File: config.mk
export PLATFORM = sky130hd
export DESIGN_NAME = stream_fifo_chan
export DESIGN_NICKNAME = d
export VERILOG_FILES = /design/src/rtl/stream_fifo_chan.sv
export SDC_FILE = /design/constraint.sdc
export NUM_CORES = 1
export LEC_CHECK = 0
export ABC_AREA = 0
export BUFFER_PORTS_ARGS = -buffer_cell sky130_fd_sc_hd__buf_2
export CAP_MARGIN = 20
export CORE_ASPECT_RATIO = 0.5
export CORE_MARGIN = 2
export CORE_UTILIZATION = 35
export CTS_BUF_LIST = sky130_fd_sc_hd__clkbuf_8
export DETAILED_ROUTE_END_ITERATION = 8
export PLACE_DENSITY = 0.61
export SYNTH_ARGS = -nofsm -noshare
export SYNTH_HDL_FRONTEND = slang
export SYNTH_SLANG_ARGS = --single-unit
File: constraint.sdc
create_clock -name ap_clk -period 4.44 [get_ports ap_clk]
set_input_delay 0.888 -clock ap_clk [delete_from_list [all_inputs] [get_ports ap_clk]]
set_output_delay 0.888 -clock ap_clk [all_outputs]
set_load 0.03 [all_outputs]
File: src/rtl/stream_fifo_chan.sv
// First-word-fall-through stream FIFO joining two dataflow cells.
// Status flags and occupancy are registered; the head word is gated to zero while empty.
module stream_fifo_chan #(
    parameter int unsigned DATA_WIDTH = 32,
    parameter int unsigned DEPTH      = 2,
    parameter int unsigned ADDR_WIDTH = 1
) (
    input  logic                  ap_clk,
    input  logic                  ap_rst,
    input  logic [DATA_WIDTH-1:0] if_din,
    output logic                  if_full_n,
    input  logic                  if_write,
    output logic [DATA_WIDTH-1:0] if_dout,
    output logic                  if_empty_n,
    input  logic                  if_read,
    output logic [ADDR_WIDTH:0]   if_count
);

    localparam int unsigned CNT_WIDTH = ADDR_WIDTH + 1;
    localparam logic [ADDR_WIDTH-1:0] LAST_IDX  = ADDR_WIDTH'(DEPTH - 1);
    localparam logic [CNT_WIDTH-1:0]  DEPTH_CNT = CNT_WIDTH'(DEPTH);

    logic [DATA_WIDTH-1:0] r_mem [DEPTH];
    logic [ADDR_WIDTH-1:0] r_wr_ptr;
    logic [ADDR_WIDTH-1:0] r_rd_ptr;
    logic [CNT_WIDTH-1:0]  r_count;
    logic                  r_full_n;
    logic                  r_empty_n;

    logic                  w_push;
    logic                  w_pop;
    logic [CNT_WIDTH-1:0]  w_count_nxt;

    // Pointer wrap compares against DEPTH-1 so non-power-of-two depths work.
    function automatic logic [ADDR_WIDTH-1:0] f_next_ptr(input logic [ADDR_WIDTH-1:0] p);
        return (p == LAST_IDX) ? '0 : p + ADDR_WIDTH'(1);
    endfunction

    assign w_push = if_write & r_full_n;
    assign w_pop  = if_read  & r_empty_n;

    always_comb begin
        w_count_nxt = r_count;
        unique case ({w_push, w_pop})
            2'b10:   w_count_nxt = r_count + CNT_WIDTH'(1);
            2'b01:   w_count_nxt = r_count - CNT_WIDTH'(1);
            default: w_count_nxt = r_count;
        endcase
    end

    // Pointers, occupancy and flags; flags are derived from next occupancy.
    always_ff @(posedge ap_clk) begin
        if (ap_rst) begin
            r_wr_ptr  <= '0;
            r_rd_ptr  <= '0;
            r_count   <= '0;
            r_full_n  <= 1'b1;
            r_empty_n <= 1'b0;
        end else begin
            if (w_push) r_wr_ptr <= f_next_ptr(r_wr_ptr);
            if (w_pop)  r_rd_ptr <= f_next_ptr(r_rd_ptr);
            r_count   <= w_count_nxt;
            r_full_n  <= (w_count_nxt != DEPTH_CNT);
            r_empty_n <= (w_count_nxt != '0);
        end
    end

    // Storage is not cleared on reset; stale words are hidden by the output gate.
    always_ff @(posedge ap_clk) begin
        if (w_push && !ap_rst) r_mem[r_wr_ptr] <= if_din;
    end

    assign if_dout    = r_empty_n ? r_mem[r_rd_ptr] : '0;
    assign if_full_n  = r_full_n;
    assign if_empty_n = r_empty_n;
    assign if_count   = r_count;

endmodule

==> results.py, run 1 <==
metrics = {
    "routing": {
        "num_vias": 1530,
        "ant_nets": 0,
        "drt_iter0_drc": 61,
        "wire_per_inst_um": 13.2,
        "viasPerCell": 4.30,
        "drt_pass1_iterations": 4,
        "drt-total-wl_um": 4700,
        "route.detailed.drc": 0,
    },
    "clocking": {
        "post_cts_buffers": 0,
        "cts.path.max_buffers": 2,
        "tritoncts": "built",
        "clk_latency_ps": 340,
        "cts_hold_buf": 0,
        "cts.sinks": 71,
        "cts.clk_slew.worst_paths_ps": 70,
        "cts-root-buf": "clkbuf_8",
        "post_cts_resized": 0,
        "cts_buffers": 9,
        "htreeDepth": 3,
    },
    "synthesis": {
        "syn_nets": 204,
        "async_reset_ff_share_pct": 0,
        "yosysWarnings": 0,
        "synth-main-ff-cell": "edfxtp_1",
        "synth_edf_count": 64,
        "yosys.area.top_type_share_pct": 69.2,
        "syn-instance-count": 167,
        "yosys.cell_types.count": 23,
        "avgSynthCellArea_um2": 16.6,
        "synth.largest_area_cell": "edfxtp_1",
        "yosysMostFrequentCell": "edfxtp_1",
        "ys_seq_area_share_pct": 74.3,
        "synth-seq-cells": 71,
        "ys_top_cells_by_count": "64 x edfxtp_1, 32 x mux2i_1, 32 x nor2b_1",
        "yosys-top-cells-area": "edfxtp_1 69%, mux2i_1 12%, nor2b_1 7.2%",
        "netlist_area_um2": 2780,
    },
    "status": {
        "outcome": "complete, no violations",
    },
    "final_layout": {
        "nNetsFinal": 280,
        "antennaDiodeCount": 0,
        "drive_gt1_share_pct": 36.7,
        "final_util_pct": 46.7,
        "stdcell_count": 356,
        "areaGrowthSynthToFinish_pct": 26.5,
    },
    "place": {
        "dp_hpwl_um": 3130,
        "port_buffers": 71,
        "dp_cells": 340,
        "routabilityCongestion": 0.687,
    },
    "timing": {
        "hold_viol": 0,
        "fin_setup_tns_ps": 0,
        "fin_crit_ps": 2790,
        "drv_slew": 0,
        "rsz0062_at_grt": "no",
        "fin_crit_sh_pct": 62.8,
        "holdWs_ps": 524,
        "max-slew-margin-rel_pct": 32.3,
        "timing.fmax_ghz": 0.359,
        "tightest_slew_ps": 1020,
        "clock_skew_ps": 5.89,
        "setup_violations": 0,
    },
    "min_path": {
        "min_path_cells": 2,
        "hp-class": "reg -> reg",
    },
    "global_route": {
        "grt_pass1_wl_um": 7310,
        "grt_use_total_pct": 11.8,
        "overflow": 0,
        "antenna_found_initial": 0,
        "grt_start_max_net_pins": 35,
        "first_global_vias": 1554,
    },
    "floorplan": {
        "rows": 22,
        "start_util_pct": 36.9,
        "die_h_um": 67.0,
        "core_area_um2": 7510,
        "die-area_um2": 8700,
        "ios": 72,
        "die_w_um": 130,
    },
    "pwr": {
        "p_leak_nw": 1.33,
        "p_per_area_nw_per_um2": 537,
        "totalPowerFinal_mw": 1.89,
        "ir_drop_v": 0.000219,
    },
    "worst_setup_path": {
        "endpoint_kind": "primary output",
        "worstRegToRegCells": 4,
        "critPathMaxFanout": 32,
        "crit_arrival_ps": 1900,
        "worstSetupPathType": "reg -> out",
        "required_ps": 3550,
        "start_kind": "flip-flop",
    },
    "flow_run": {
        "maxCapViolations": 0,
    },
}
## registers in the layout, summed over array words and instances, names as in the netlist, named ones only
register,count
r_mem,64
if_count,2
if_empty_n,1
if_full_n,1
r_rd_ptr,1
r_wr_ptr,1
## layout by cell type (no fill, tap or decap)
cell and instances:
a21oi_1 1, a311oi_1 1, and2_1 1, buf_2 71, buf_4 2, bufinv_16 4
clkbuf_8 9, clkinv_2 1, clkinvlp_4 1, dfxtp_1 6, dfxtp_2 1, edfxtp_1 64
ha_1 1, inv_1 2, mux2i_1 32, nand2_1 2, nand2b_1 1, nor2_1 4
nor2b_1 32, nor3_1 1, nor3_2 1, nor3b_2 1, o21ai_0 1, o22ai_1 1
or2b_1 1, or3_1 1, xnor2_1 2, xor2_1 3
## worst max-delay path: stages, from the launching register on
cell and delay, ps:
dfxtp_2 1010, mux2i_1 200, nor2b_1 140, buf_2 200
## final timing paths
path / slack (ps) / start / endpoint
max: 1650 / flip-flop / if_dout[2]
min: 520 / r_rd_ptr$_SDFFE_PP0P_ / flip-flop
max reg2reg: 2340 / if_empty_n$_SDFF_PP0_ / if_count[1]$_SDFF_PP0_
min reg2reg: 520 / r_rd_ptr$_SDFFE_PP0P_ / flip-flop
## final cells by class
type	count	area, um^2
fill	665	4000
sequential	71	2060
multi-input combinational	87	678
timing repair buffer	73	370
clock inverter	7	136
tap	108	135
clock buffer	9	124
inverter	1	3.75
## cells by family after synthesis
family,after synthesis,share of synthesized area (%)
DFF,71,74.3
AOI/OAI and AO/OA,4,0.901
adders and majority gates,1,0.451
muxes,32,11.5
and+or+nand+nor,45,9.60
buffers and inverters,9,1.67
xor gates and xnor gates,5,1.58
## metrics by stage
step | area, um^2 | worst slack, ps
3_5_place_dp | 3250 | 1950
4_1_cts | 3510 | 1570
3_3_place_gp | 3250 | 1990
2_1_floorplan | 2780 | 485
5_1_grt | 3510 | 1430
6_report | 3510 | 1650
## layer usage
layer | share of wire [%] | GRT usage, % | wire, um | vias to the layer above
met5 | 0 | 0 | 0 | -
met4 | 1.4 | 6.05 | 64 | 0
met3 | 4.4 | 4.66 | 206 | 7
met2 | 53 | 20.7 | 2510 | 30
met1 | 41 | 12.4 | 1920 | 730
li1 | - | - | - | 763
## report_power, final
part	leakage [nW]	total, mW	internal (mW)	switching [mW]
Sequential	0.645	0.853	0.786	0.0670
Clock	0.131	0.652	0.427	0.226
Combinational	0.550	0.381	0.149	0.232
No activity file was read; power rests on OpenSTA's default activity.
==> run 2, diff against run 1 <==
ABC_AREA = 1   (was 0)
clock period = 2.91 ns   (was 4.44 ns; I/O delays follow)
==> run 2 against run 1 <==
Largest cell class unchanged. Sequential power up 49%. Wire length rose by 9.4%. Worst setup slack got worse by 1100 ps. Synthesized cell count up 24%. Die area is 3.3% lower. Sequential share of layout area grew 3.5 points. Combinational power grew 150%. Clock skew fell by 1.6 ps. Core utilization decreased by 1.8 points. Synthesized area down 3.5%. Sequential cell count stayed put. Critical path type unchanged. Register-to-register slack lost 1300 ps.
==> results.py, run 2 <==
metrics = {
    "synthesis": {
        "syn-instance-count": 207,
        "syn_nets": 244,
        "netlist_area_um2": 2680,
        "synth.largest_area_cell": "edfxtp_1",
        "ys_top_cells_by_count": "68 x nor2_1, 64 x edfxtp_1, 32 x o21ai_0",
        "async_reset_ff_share_pct": 0,
        "yosys.area.top_type_share_pct": 71.7,
        "yosys-top-cells-area": "edfxtp_1 72%, nor2_1 9.5%, o21ai_0 6.0%",
        "synth_edf_count": 64,
        "synth-seq-cells": 71,
        "yosys.cell_types.count": 16,
        "synth-main-ff-cell": "edfxtp_1",
        "avgSynthCellArea_um2": 12.9,
        "yosysMostFrequentCell": "nor2_1",
        "yosysWarnings": 0,
        "ys_seq_area_share_pct": 76.9,
    },
    "floorplan": {
        "start_util_pct": 36.3,
        "die_w_um": 128,
        "ios": 72,
        "core_area_um2": 7380,
        "die-area_um2": 8420,
        "rows": 22,
        "die_h_um": 65.9,
    },
    "timing": {
        "tightest_slew_ps": 582,
        "hold_viol": 0,
        "timing.fmax_ghz": 0.428,
        "max-slew-margin-rel_pct": 61.2,
        "setup_violations": 0,
        "holdWs_ps": 435,
        "fin_setup_tns_ps": 0,
        "fin_crit_ps": 2340,
        "clock_skew_ps": 4.30,
        "rsz0062_at_grt": "no",
        "drv_slew": 0,
        "fin_crit_sh_pct": 80.3,
    },
    "final_layout": {
        "layout_commonest_cell": "buf_2",
        "nNetsFinal": 321,
        "final_cell_mix": "71 x buf_2, 67 x nor2_1, 64 x edfxtp_1",
        "multi_input_area_um2": 528,
        "nFillCells": 691,
        "drive_gt1_share_pct": 31.1,
        "register_area_um2": 2060,
        "antennaDiodeCount": 0,
        "max_flop_register": "r_mem",
        "areaGrowthSynthToFinish_pct": 23.6,
        "largest_reg_flops": 64,
    },
    "global_route": {
        "grt_use_total_pct": 13.1,
        "grt_start_max_net_pins": 33,
        "grt_pass1_wl_um": 8230,
        "antenna_found_initial": 0,
        "first_global_vias": 1739,
        "overflow": 0,
    },
    "clocking": {
        "cts.sinks": 71,
        "cts_buffers": 9,
        "post_cts_buffers": 0,
        "cts.clk_slew.worst_paths_ps": 60,
        "htreeDepth": 3,
        "post_cts_resized": 0,
        "clk_latency_ps": 330,
        "tritoncts": "built",
        "cts_hold_buf": 0,
        "cts-root-buf": "clkbuf_8",
        "cts.path.max_buffers": 2,
    },
    "place": {
        "routabilityCongestion": 0.791,
        "dp_hpwl_um": 3340,
        "port_buffers": 71,
    },
    "pwr": {
        "p_per_area_nw_per_um2": 878,
        "ir_drop_v": 0.000228,
        "p_leak_nw": 1.39,
        "totalPowerFinal_mw": 2.91,
    },
    "routing": {
        "ant_nets": 0,
        "drt-total-wl_um": 5150,
        "viasPerCell": 4.50,
        "drt_pass1_iterations": 4,
        "drt_iter0_drc": 131,
        "wire_per_inst_um": 13.4,
        "num_vias": 1734,
        "route.detailed.drc": 0,
    },
    "worst_setup_path": {
        "worstSetupPathType": "reg -> out",
        "start_kind": "flip-flop",
        "critPathMaxFanout": 18,
        "required_ps": 2330,
        "endpoint_kind": "primary output",
        "crit_arrival_ps": 1760,
    },
    "status": {
        "outcome": "complete, no violations",
    },
    "min_path": {
        "hp-class": "in -> reg",
    },
    "flow_run": {
        "maxCapViolations": 0,
    },
}
-- run 2: cell count changes after synthesis, moves of 4 or more --
cell      before  now
clkbuf_1       4    0
inv_1          1    9
mux2i_1       32    0
nand2_1        2    7
nor2_1         4   68
nor2b_1       32    0
o21ai_0        1   32
-- run 2: final cells by class --
cell class,count,share of cell area [%]
flip-flops and latches,71,62.2
multi-input cells,117,15.9
repair buffers,75,11.6
clock buffers,12,4.98
well taps,96,3.63
inverters,10,1.13
clock inverters,4,0.453
-- run 2: path summary, 6_finish.rpt --
path	slack, ps	depth (start not counted)	endpoint	startpoint
hold reg to reg	490	2	r_wr_ptr$_SDFFE_PP0P_	r_wr_ptr$_SDFFE_PP0P_
setup / recovery	570	4	if_dout[19]	if_empty_n$_SDFF_PP0_
hold / removal	440	1	r_mem[0][26]$_DFFE_PP_	if_din[26]
setup reg to reg	1030	8	if_empty_n$_SDFF_PP0_	if_empty_n$_SDFF_PP0_
-- run 2: cell families (layout without fill, tap and decap cells) --
family / Yosys count / after routing / share of synthesized area [%]
flip-flops: 71 / 71 / 76.9
AND/OR/NAND/NOR: 81 / 81 / 11.7
buffers and inverters: 19 / 101 / 4.06
AO/OA/AOI/OAI: 33 / 33 / 6.16
adder cells (fa/ha/maj): 1 / 1 / 0.467
XOR/XNOR: 2 / 2 / 0.654
-- run 2: metrics by stage --
step | cells | setup slack [ps] | instance area (um^2) | utilization (%)
2_1_floorplan | 207 | 444 | 2690 | -
3_3_place_gp | 369 | 942 | 3130 | 42.5
3_5_place_dp | 369 | 913 | 3130 | 42.5
4_1_cts | 385 | 536 | 3310 | 44.9
5_1_grt | 385 | 382 | 3310 | 44.9
6_report | 385 | 572 | 3310 | 44.9
-- run 2: critical path, stage by stage (launching register included) --
cell	delay (ps)
dfxtp_1	650
buf_4	310
o21ai_0	110
nor2_1	130
buf_2	220
-- run 2: power by group --
| group | switching, mW | internal [mW] | leakage [nW] | total, mW |
|---|---|---|---|---|
| clock network | 0.324 | 0.367 | 0.108 | 0.691 |
| logic | 0.700 | 0.246 | 0.640 | 0.945 |
| registers | 0.0574 | 1.21 | 0.645 | 1.27 |
-- run 2: per-layer routing --
layer	track usage [%]	wire (um)	up-vias	part of all wire, %
met5	0	0	-	0
met4	4.53	62	0	1.2
met3	5.34	223	6	4.3
met2	22.1	2620	31	51
met1	15.5	2240	826	44
li1	-	-	871	-
